[src/rtl/fifo_button_ctrl.sv]
// Debounces write/read keys into single-cycle FIFO strobes, serialised by an IDLE/WRITE/READ/GAP sequencer.
// Tracks occupancy, holds the last word read for the LEDs, and raises sticky overflow/underflow flags.
module fifo_button_ctrl #(
  parameter int DATA_BITS       = 8,
  parameter int ADDR_BITS       = 4,
  parameter int DEBOUNCE_CYCLES = 500000
) (
  input  logic                 clk,
  input  logic                 rst,
  input  logic                 btn_wr_n,
  input  logic                 btn_rd_n,
  input  logic [DATA_BITS-1:0] sw_data,
  input  logic                 fifo_full,
  input  logic                 fifo_empty,
  input  logic [DATA_BITS-1:0] fifo_data_out,
  output logic                 fifo_wr_en,
  output logic                 fifo_rd_en,
  output logic [DATA_BITS-1:0] fifo_data_in,
  output logic [DATA_BITS-1:0] led_data,
  output logic [ADDR_BITS:0]   count,
  output logic                 busy,
  output logic                 err_ovf,
  output logic                 err_udf
);

  localparam int CW = (DEBOUNCE_CYCLES > 1) ? $clog2(DEBOUNCE_CYCLES) : 1;
  localparam logic [CW-1:0]      CNT_ONE = 1;
  localparam logic [CW-1:0]      CNT_MAX = CW'(DEBOUNCE_CYCLES - 1);
  localparam logic [ADDR_BITS:0] OCC_ONE = 1;

  typedef enum logic [1:0] {IDLE, WRITE, READ, GAP} state_t;

  logic [1:0] raw_n;
  logic [1:0] press;
  assign raw_n = {btn_rd_n, btn_wr_n};

  // Index 0 is the write key, index 1 the read key.
  for (genvar b = 0; b < 2; b++) begin : g_btn
    logic [1:0]    sync_q;
    logic [CW-1:0] cnt_q, cnt_d;
    logic          lvl_q, lvl_d;

    always_comb begin
      cnt_d = '0;
      lvl_d = lvl_q;
      if (sync_q[1] != lvl_q) begin
        if (cnt_q == CNT_MAX) begin
          lvl_d = sync_q[1];
        end else begin
          cnt_d = cnt_q + CNT_ONE;
        end
      end
    end

    always_ff @(posedge clk or posedge rst) begin
      if (rst) begin
        sync_q <= 2'b11;
        cnt_q  <= '0;
        lvl_q  <= 1'b1;
      end else begin
        sync_q <= {sync_q[0], raw_n[b]};
        cnt_q  <= cnt_d;
        lvl_q  <= lvl_d;
      end
    end

    assign press[b] = lvl_q & ~lvl_d;
  end

  state_t                 state_q;
  logic                   wr_pend_q, wr_pend_d, rd_pend_q, rd_pend_d;
  logic                   take_wr, take_rd;
  logic [DATA_BITS-1:0]   data_in_q, led_q;
  logic [ADDR_BITS:0]     count_q;
  logic                   ovf_q, udf_q;

  assign take_wr = (state_q == IDLE) && wr_pend_q;
  assign take_rd = (state_q == IDLE) && !wr_pend_q && rd_pend_q;

  // A fresh press wins over the clear, so a press in the serving cycle is not lost.
  always_comb begin
    wr_pend_d = (wr_pend_q & ~take_wr) | press[0];
    rd_pend_d = (rd_pend_q & ~take_rd) | press[1];
  end

  always_ff @(posedge clk or posedge rst) begin
    if (rst) begin
      wr_pend_q <= 1'b0;
      rd_pend_q <= 1'b0;
    end else begin
      wr_pend_q <= wr_pend_d;
      rd_pend_q <= rd_pend_d;
    end
  end

  always_ff @(posedge clk or posedge rst) begin
    if (rst) begin
      state_q   <= IDLE;
      data_in_q <= '0;
      led_q     <= '0;
      count_q   <= '0;
      ovf_q     <= 1'b0;
      udf_q     <= 1'b0;
    end else begin
      case (state_q)
        IDLE: begin
          if (wr_pend_q) begin
            state_q   <= WRITE;
            data_in_q <= sw_data;
          end else if (rd_pend_q) begin
            state_q <= READ;
          end
        end
        WRITE: begin
          if (!fifo_full) count_q <= count_q + OCC_ONE;
          else            ovf_q   <= 1'b1;
          state_q <= GAP;
        end
        READ: begin
          if (!fifo_empty) begin
            led_q   <= fifo_data_out;
            count_q <= count_q - OCC_ONE;
          end else begin
            udf_q <= 1'b1;
          end
          state_q <= GAP;
        end
        GAP:     state_q <= IDLE;
        default: state_q <= IDLE;
      endcase
    end
  end

  assign fifo_wr_en   = (state_q == WRITE) && !fifo_full;
  assign fifo_rd_en   = (state_q == READ) && !fifo_empty;
  assign fifo_data_in = data_in_q;
  assign led_data     = led_q;
  assign count        = count_q;
  assign busy         = (state_q != IDLE);
  assign err_ovf      = ovf_q;
  assign err_udf      = udf_q;

endmodule
[config.mk]
export PLATFORM = sky130hd
export DESIGN_NAME = fifo_button_ctrl
export DESIGN_NICKNAME = d
export VERILOG_FILES = /design/src/rtl/fifo_button_ctrl.sv
export SDC_FILE = /design/constraint.sdc
export NUM_CORES = 1
export LEC_CHECK = 0
export BUFFER_PORTS_ARGS = -buffer_cell sky130_fd_sc_hd__buf_2
export CAP_MARGIN = 20
export CORE_ASPECT_RATIO = 1.1
export CORE_UTILIZATION = 38
export DETAILED_ROUTE_END_ITERATION = 8
export GPL_ROUTABILITY_DRIVEN = 0
export PLACE_DENSITY = 0.68
export SLEW_MARGIN = 10
export SYNTH_ARGS = -nofsm -noshare
export SYNTH_HDL_FRONTEND = slang
export SYNTH_SLANG_ARGS = --single-unit
[constraint.sdc]
create_clock -name clk -period 2.1 [get_ports clk]
set_input_delay 0.315 -clock clk [delete_from_list [all_inputs] [get_ports clk]]
set_output_delay 0.315 -clock clk [all_outputs]
set_load 0.05 [all_outputs]
==> results of run 1 <==
flip-flops by register name, summed over array words and instances, names as in the netlist:
name	count
count	5
err_ovf	1
err_udf	1
fifo_data_in	8
g_btn.cnt_q	38
g_btn.lvl_q	2
g_btn.sync_q	4
led_data	8
rd_pend_q	1
state_q	2
wr_pend_q	1
kinds of logic (layout without fill, tap and decap cells):
logic type / after synthesis / count (layout) / share of synthesized area
xor gates and xnor gates: 33 / 33 / 0.08499
and+or+nand+nor: 127 / 127 / 0.1946
DFF: 71 / 71 / 0.5247
adders and majority gates: 10 / 10 / 0.03900
muxes: 21 / 21 / 0.06917
AOI/OAI and AO/OA: 28 / 28 / 0.05703
buffers and inverters: 25 / 95 / 0.03054
worst paths after layout:
| check | slack, ps | startpoint | cells after the start | end |
|---|---|---|---|---|
| max | 130 | state_q[0] | 5 | fifo_rd_en |
| max in group asynchronous | 1420 | rst | 3 | g_btn[0].sync_q[0] |
| max reg2reg | 170 | state_q[0] | 8 | count[4] |
| min reg2reg | 360 | g_btn[1].sync_q[0] | 0 | g_btn[1].sync_q[1] |
| min | 20 | rst | 2 | g_btn[1].cnt_q[15] |
| min in group clk | 70 | btn_wr_n | 1 | g_btn[0].sync_q[0] |
critical path, stage by stage, from the launching register on:
cell and delay [ps]:
dfrtp_1 400, inv_1 120, ha_1 170, inv_1 80, nor2_2 250, clkbuf_4 290
metal layers:
metal,wire [um],global-route usage
met5,0,0
met4,95,0.07212
met3,246,0.02928
met2,3012,0.2256
met1,3034,0.2002
cell type report:
cell class	instances	area [um2]
timing repair buffer	60	347.8
sequential	71	1784
multi-input combinational	219	1515
clock inverter	5	32.53
tap	111	138.9
clock buffer	11	151.4
fill	787	4494
inverter	19	75.07
stage by stage:
| stage | instance area [um2] | hold slack (ps) | setup TNS (ps) | instances |
|---|---|---|---|---|
| floorplan | 3407 | 319.5 | 0 | 315 |
| global route | 4045 | 55.00 | -15.51 | 496 |
| finish | 4045 | 18.35 | 0 | 496 |
| CTS | 4043 | 22.09 | 0 | 496 |
| detailed placement | 3859 | 346.8 | 0 | 480 |
| global placement | 3859 | 346.2 | 0 | 480 |
power by group:
group	switching (W)	leakage [nW]	total, W	internal, W
Sequential	0.0000200	0.931	0.00142	0.00140
Combinational	0.000124	0.766	0.000182	0.0000578
Clock	0.000515	0.0873	0.00100	0.000489
Total	0.000660	1.78	0.00261	0.00195
cell usage after synthesis, types with 2 or more instances:
library cell   n
or2_2          3
buf_2          2
ha_1           9
nand4_1       12
nor2b_1        2
nand3_1       14
a21oi_1       11
nand2_1       12
xnor2_1       27
dfrtp_1       65
and2_1         2
nor3b_1        2
o21ai_0        5
a211oi_1       2
clkbuf_1       3
and3_1         2
dfstp_2        6
inv_1         19
nand2b_1       3
or4_1          2
a21o_1         2
or3_1          2
nor3_1         9
nor2_1        42
nor4_1        11
mux2_2        20
nor4b_1        2
xor2_1         6
==> impl_metrics.env, run 1 <==
export IMPL_post_route_period_util=0.9371
export IMPL_cts_buffers=9
export IMPL_path_class="reg -> out"
export IMPL_yosys_area_top_type="dfrtp_1"
export IMPL_grt_pass1_wl_um=10830
export IMPL_io_pins=48
export IMPL_clock_sinks=71
export IMPL_final_cell_mix="dfrtp_1 (65), buf_2 (46), nor2_1 (41)"
export IMPL_dr_pass1_iters=4
export IMPL_drc=0
export IMPL_synthTopCellsByArea="dfrtp_1 (48%), xnor2_1 (7.0%), mux2_2 (6.6%)"
export IMPL_mostFrequentLayoutCell="dfrtp_1"
export IMPL_synth_area_um2=3401
export IMPL_routedWlPerCell_um=12.88
export IMPL_maxCapViolations=0
export IMPL_yosysUniqueCellTypes=46
export IMPL_synth_area_per_cell_um2=10.80
export IMPL_post_cts_buffers=0
export IMPL_gr_total_overflow=0
export IMPL_yosys_most_used_dff="dfrtp_1"
export IMPL_rows=35
export IMPL_worstPathRequired_ps=1780
export IMPL_die_h_um=101.2
export IMPL_clock_skew_ps=7.634
export IMPL_dpl_worst_slack_ps=161.9
export IMPL_period_needed_ps=1968
export IMPL_die_w_um=92.20
export IMPL_tightest_slew_ps=558.1
export IMPL_clock_path_buffers=2
export IMPL_end_kind="primary output"
export IMPL_grt_start_max_net_pins=47
export IMPL_setup_violations=0
export IMPL_p_per_area_nw_per_um2=644.1
export IMPL_netlist_area_leader_share=0.4783
export IMPL_max_freq_ghz=0.5081
export IMPL_ctsHoldBuffers=0
export IMPL_arrival_ps=1650
export IMPL_cts_root_buffer_cell="clkbuf_8"
export IMPL_setup_slack_ps=132.1
export IMPL_async_flop_share=1.000
export IMPL_finalPower_w=0.002606
export IMPL_rsz0062_at_grt="yes"
export IMPL_clk_latency_ps=340
export IMPL_hold_viol=0
export IMPL_coreArea_um2=8539
export IMPL_dp_hpwl_um=4608
export IMPL_initial_core_util=0.3982
export IMPL_viasPerCell=5.032
export IMPL_drt_iter0_drc=89
export IMPL_drt_total_wl_um=6388
export IMPL_fp_dieArea_um2=9332
export IMPL_ys_warnings_count=0
export IMPL_power_leakage_nw=1.784
export IMPL_drive_above_1_share=0.2857
export IMPL_grtUsageTotal=0.1471
export IMPL_cp_start_kind="register"
export IMPL_ys_seq_elements=71
export IMPL_area_growth_pct=18.95
export IMPL_num_vias=2496
export IMPL_syn_inst=315
export IMPL_ant_nets=0
export IMPL_port_buffer_count=47
export IMPL_syn_num_nets=347
export IMPL_final_core_util=0.4737
export IMPL_synth_enable_flop_cells=0
export IMPL_vdd_drop_max_uv=284.2
export IMPL_antenna_found_initial=0
export IMPL_cts_resized=0
export IMPL_worstPathMaxFanout=5
export IMPL_relSlewSlack=0.6271
export IMPL_clk_pin_slew_worst_paths_ps=80
export IMPL_fin_nets=412
export IMPL_seq_area_frac_synth=0.5247
export IMPL_insertedDiodeCount=0
export IMPL_h_tree_depth=3
export IMPL_cts_tree="done"
export IMPL_status="finished, final reports clean"
export IMPL_grt_pass1_vias=2336
export IMPL_maxSlewViolCount=0
export IMPL_hold_class="in -> async"
No activity file was read; power rests on OpenSTA's default activity.
==> run 2, diff against run 1 <==
- CORE_ASPECT_RATIO: 1.1 -> 1.25
==> impl_metrics.env, run 2 (same netlist as run 1, synthesis figures left out) <==
export IMPL_hold_class="in -> reg"
export IMPL_period_needed_ps=1911
export IMPL_viasPerCell=4.964
export IMPL_dp_hpwl_um=4837
export IMPL_n_fill_cell=823
export IMPL_pwr_share_comb=0.066
export IMPL_setup_tns_ps=0
export IMPL_p_int_w=0.002161
export IMPL_relSlewSlack=0.6161
export IMPL_cts_buffers=9
export IMPL_grt_start_max_net_pins=29
export IMPL_mostFrequentLayoutCell="dfrtp_1"
export IMPL_setup_violations=0
export IMPL_hold_end="g_btn[0].sync_q[0]"
export IMPL_drt_iter0_drc=146
export IMPL_regArea_um2=1784
export IMPL_power_frac_seq=0.506
export IMPL_power_leakage_nw=1.811
export IMPL_insertedDiodeCount=0
export IMPL_grtUsageTotal=0.1524
export IMPL_maxSlewViolCount=0
export IMPL_path_class="reg -> reg"
export IMPL_gr_total_overflow=0
export IMPL_dp_cells=489
export IMPL_grt_pass1_vias=2489
export IMPL_fp_dieArea_um2=9334
export IMPL_h_tree_depth=3
export IMPL_p_switching_w=0.0006474
export IMPL_multi_input_area_um2=1515
export IMPL_drive_above_1_share=0.2824
export IMPL_largest_register_ffs=38
export IMPL_cts_root_buffer_cell="clkbuf_8"
export IMPL_worstPathMaxFanout=3
export IMPL_netSwitchingFraction=0.2305
export IMPL_post_route_period_util=0.9100
export IMPL_io_pins=48
export IMPL_max_freq_ghz=0.5233
export IMPL_hold_viol=0
export IMPL_tightest_slew_ps=570.6
export IMPL_coreArea_um2=8701
export IMPL_worstPathRequired_ps=2360
export IMPL_post_cts_buffers=0
export IMPL_p_per_area_nw_per_um2=684.6
export IMPL_initial_core_util=0.3909
export IMPL_regToRegSetupSlack_ps=190
export IMPL_final_cell_mix="dfrtp_1 (65), buf_2 (47), nor2_1 (41)"
export IMPL_clock_path_buffers=2
export IMPL_r2r_end="count[4]"
export IMPL_drc=0
export IMPL_die_h_um=107.8
export IMPL_port_buffer_count=47
export IMPL_rows=38
export IMPL_routedWlPerCell_um=12.82
export IMPL_arrival_ps=2170
export IMPL_largest_register="g_btn.cnt_q"
export IMPL_dr_pass1_iters=4
export IMPL_maxCapViolations=0
export IMPL_clock_sinks=71
export IMPL_cts_resized=0
export IMPL_area_growth_pct=20.64
export IMPL_antenna_found_initial=0
export IMPL_fin_nets=413
export IMPL_r2r_worst_path_cells=8
export IMPL_clkPwrFrac=0.428
export IMPL_num_vias=2512
export IMPL_rsz0062_at_grt="no"
export IMPL_clk_pin_slew_worst_paths_ps=70
export IMPL_worstHoldStart="btn_wr_n"
export IMPL_cts_tree="done"
export IMPL_clock_skew_ps=9.082
export IMPL_die_w_um=86.62
export IMPL_vdd_drop_max_uv=387.3
export IMPL_grt_pass1_wl_um=11150
export IMPL_end_kind="register"
export IMPL_cp_start_kind="register"
export IMPL_drt_total_wl_um=6487
export IMPL_ant_nets=0
export IMPL_worstHoldPathCells=1
export IMPL_fin_cells=506
export IMPL_r2r_start="state_q[0]"
export IMPL_status="finished, final reports clean"
export IMPL_clk_latency_ps=340
==> run 2: cell types whose count changed in the layout (fill, tap and decap cells not counted) <==
cell	delta
clkinv_2	-1
clkinvlp_4	-2
clkbuf_4	-1
buf_2	+1
clkbuf_8	-1
clkinv_4	+1
bufinv_16	+2
clkbuf_1	+1
dlygate4sd3_1	+1
==> run 2: routing by layer <==
metal | vias to the layer above | wire length, um | global-route usage
li1 | 1228 | - | -
met1 | 1217 | 2884 | 0.1873
met2 | 55 | 3274 | 0.2528
met3 | 12 | 221 | 0.03604
met4 | 0 | 106 | 0.06786
met5 | - | 0 | 0
==> run 2: power by group through the flow <==
stage / combinational, W / clock, W / sequential (W)
after floorplan: 0.0000631 / 0 / 0.00150
after CTS: 0.000189 / 0.00123 / 0.00142
after global routing: 0.000205 / 0.00129 / 0.00142
after global placement: 0.000184 / 0 / 0.00145
final: 0.000185 / 0.00120 / 0.00142
after detailed placement: 0.000187 / 0 / 0.00145
==> run 2: layout make-up <==
cell class	instances	area share
Clock buffer	11	0.03446
Clock inverter	5	0.01982
Inverter	19	0.01830
Multi-Input combinational cell	219	0.3693
Sequential cell	71	0.4349
Tap cell	120	0.03660
Timing Repair Buffer	61	0.08661
==> run 2: metrics by stage <==
stage | util | hold WS [ps] | cell area, um2 | total power (W) | setup WS, ps
2_1_floorplan | - | 319.5 | 3407 | 0.001567 | 109.0
3_3_place_gp | 0.4448 | 277.6 | 3870 | 0.001630 | 237.3
3_5_place_dp | 0.4448 | 275.2 | 3870 | 0.001634 | 199.7
4_1_cts | 0.4715 | 54.64 | 4103 | 0.002844 | 181.2
5_1_grt | 0.4715 | 49.70 | 4103 | 0.002920 | 32.07
6_report | 0.4715 | 70.10 | 4103 | 0.002809 | 189.0
==> run 2: critical path, stage by stage (launching register included) <==
cell and delay (ps):
dfrtp_1 410, inv_1 110, ha_1 180, inv_1 80, fa_1 400, nand2b_1 160
a21oi_1 150, mux2i_1 230, xnor2_1 130
==> run 2: timing repair <==
item / CTS / global route
endpoints found under the hold margin: 9 / 0
endpoints found under the setup margin: 0 / 0
hold buffers: 1 / 0
==> run 2: worst max-delay path by stage <==
stage               startpoint     endpoint  slack [ps]  cells past startpoint
global placement    state_q[0]     count[4]         240                      8
detailed placement  state_q[0]     count[4]         200                      8
global route        state_q[0]     count[4]          30                      8
finish              state_q[0]     count[4]         190                      8
CTS                 state_q[0]     count[4]         180                      8
floorplan           state_q[0]  led_data[0]         110                      5
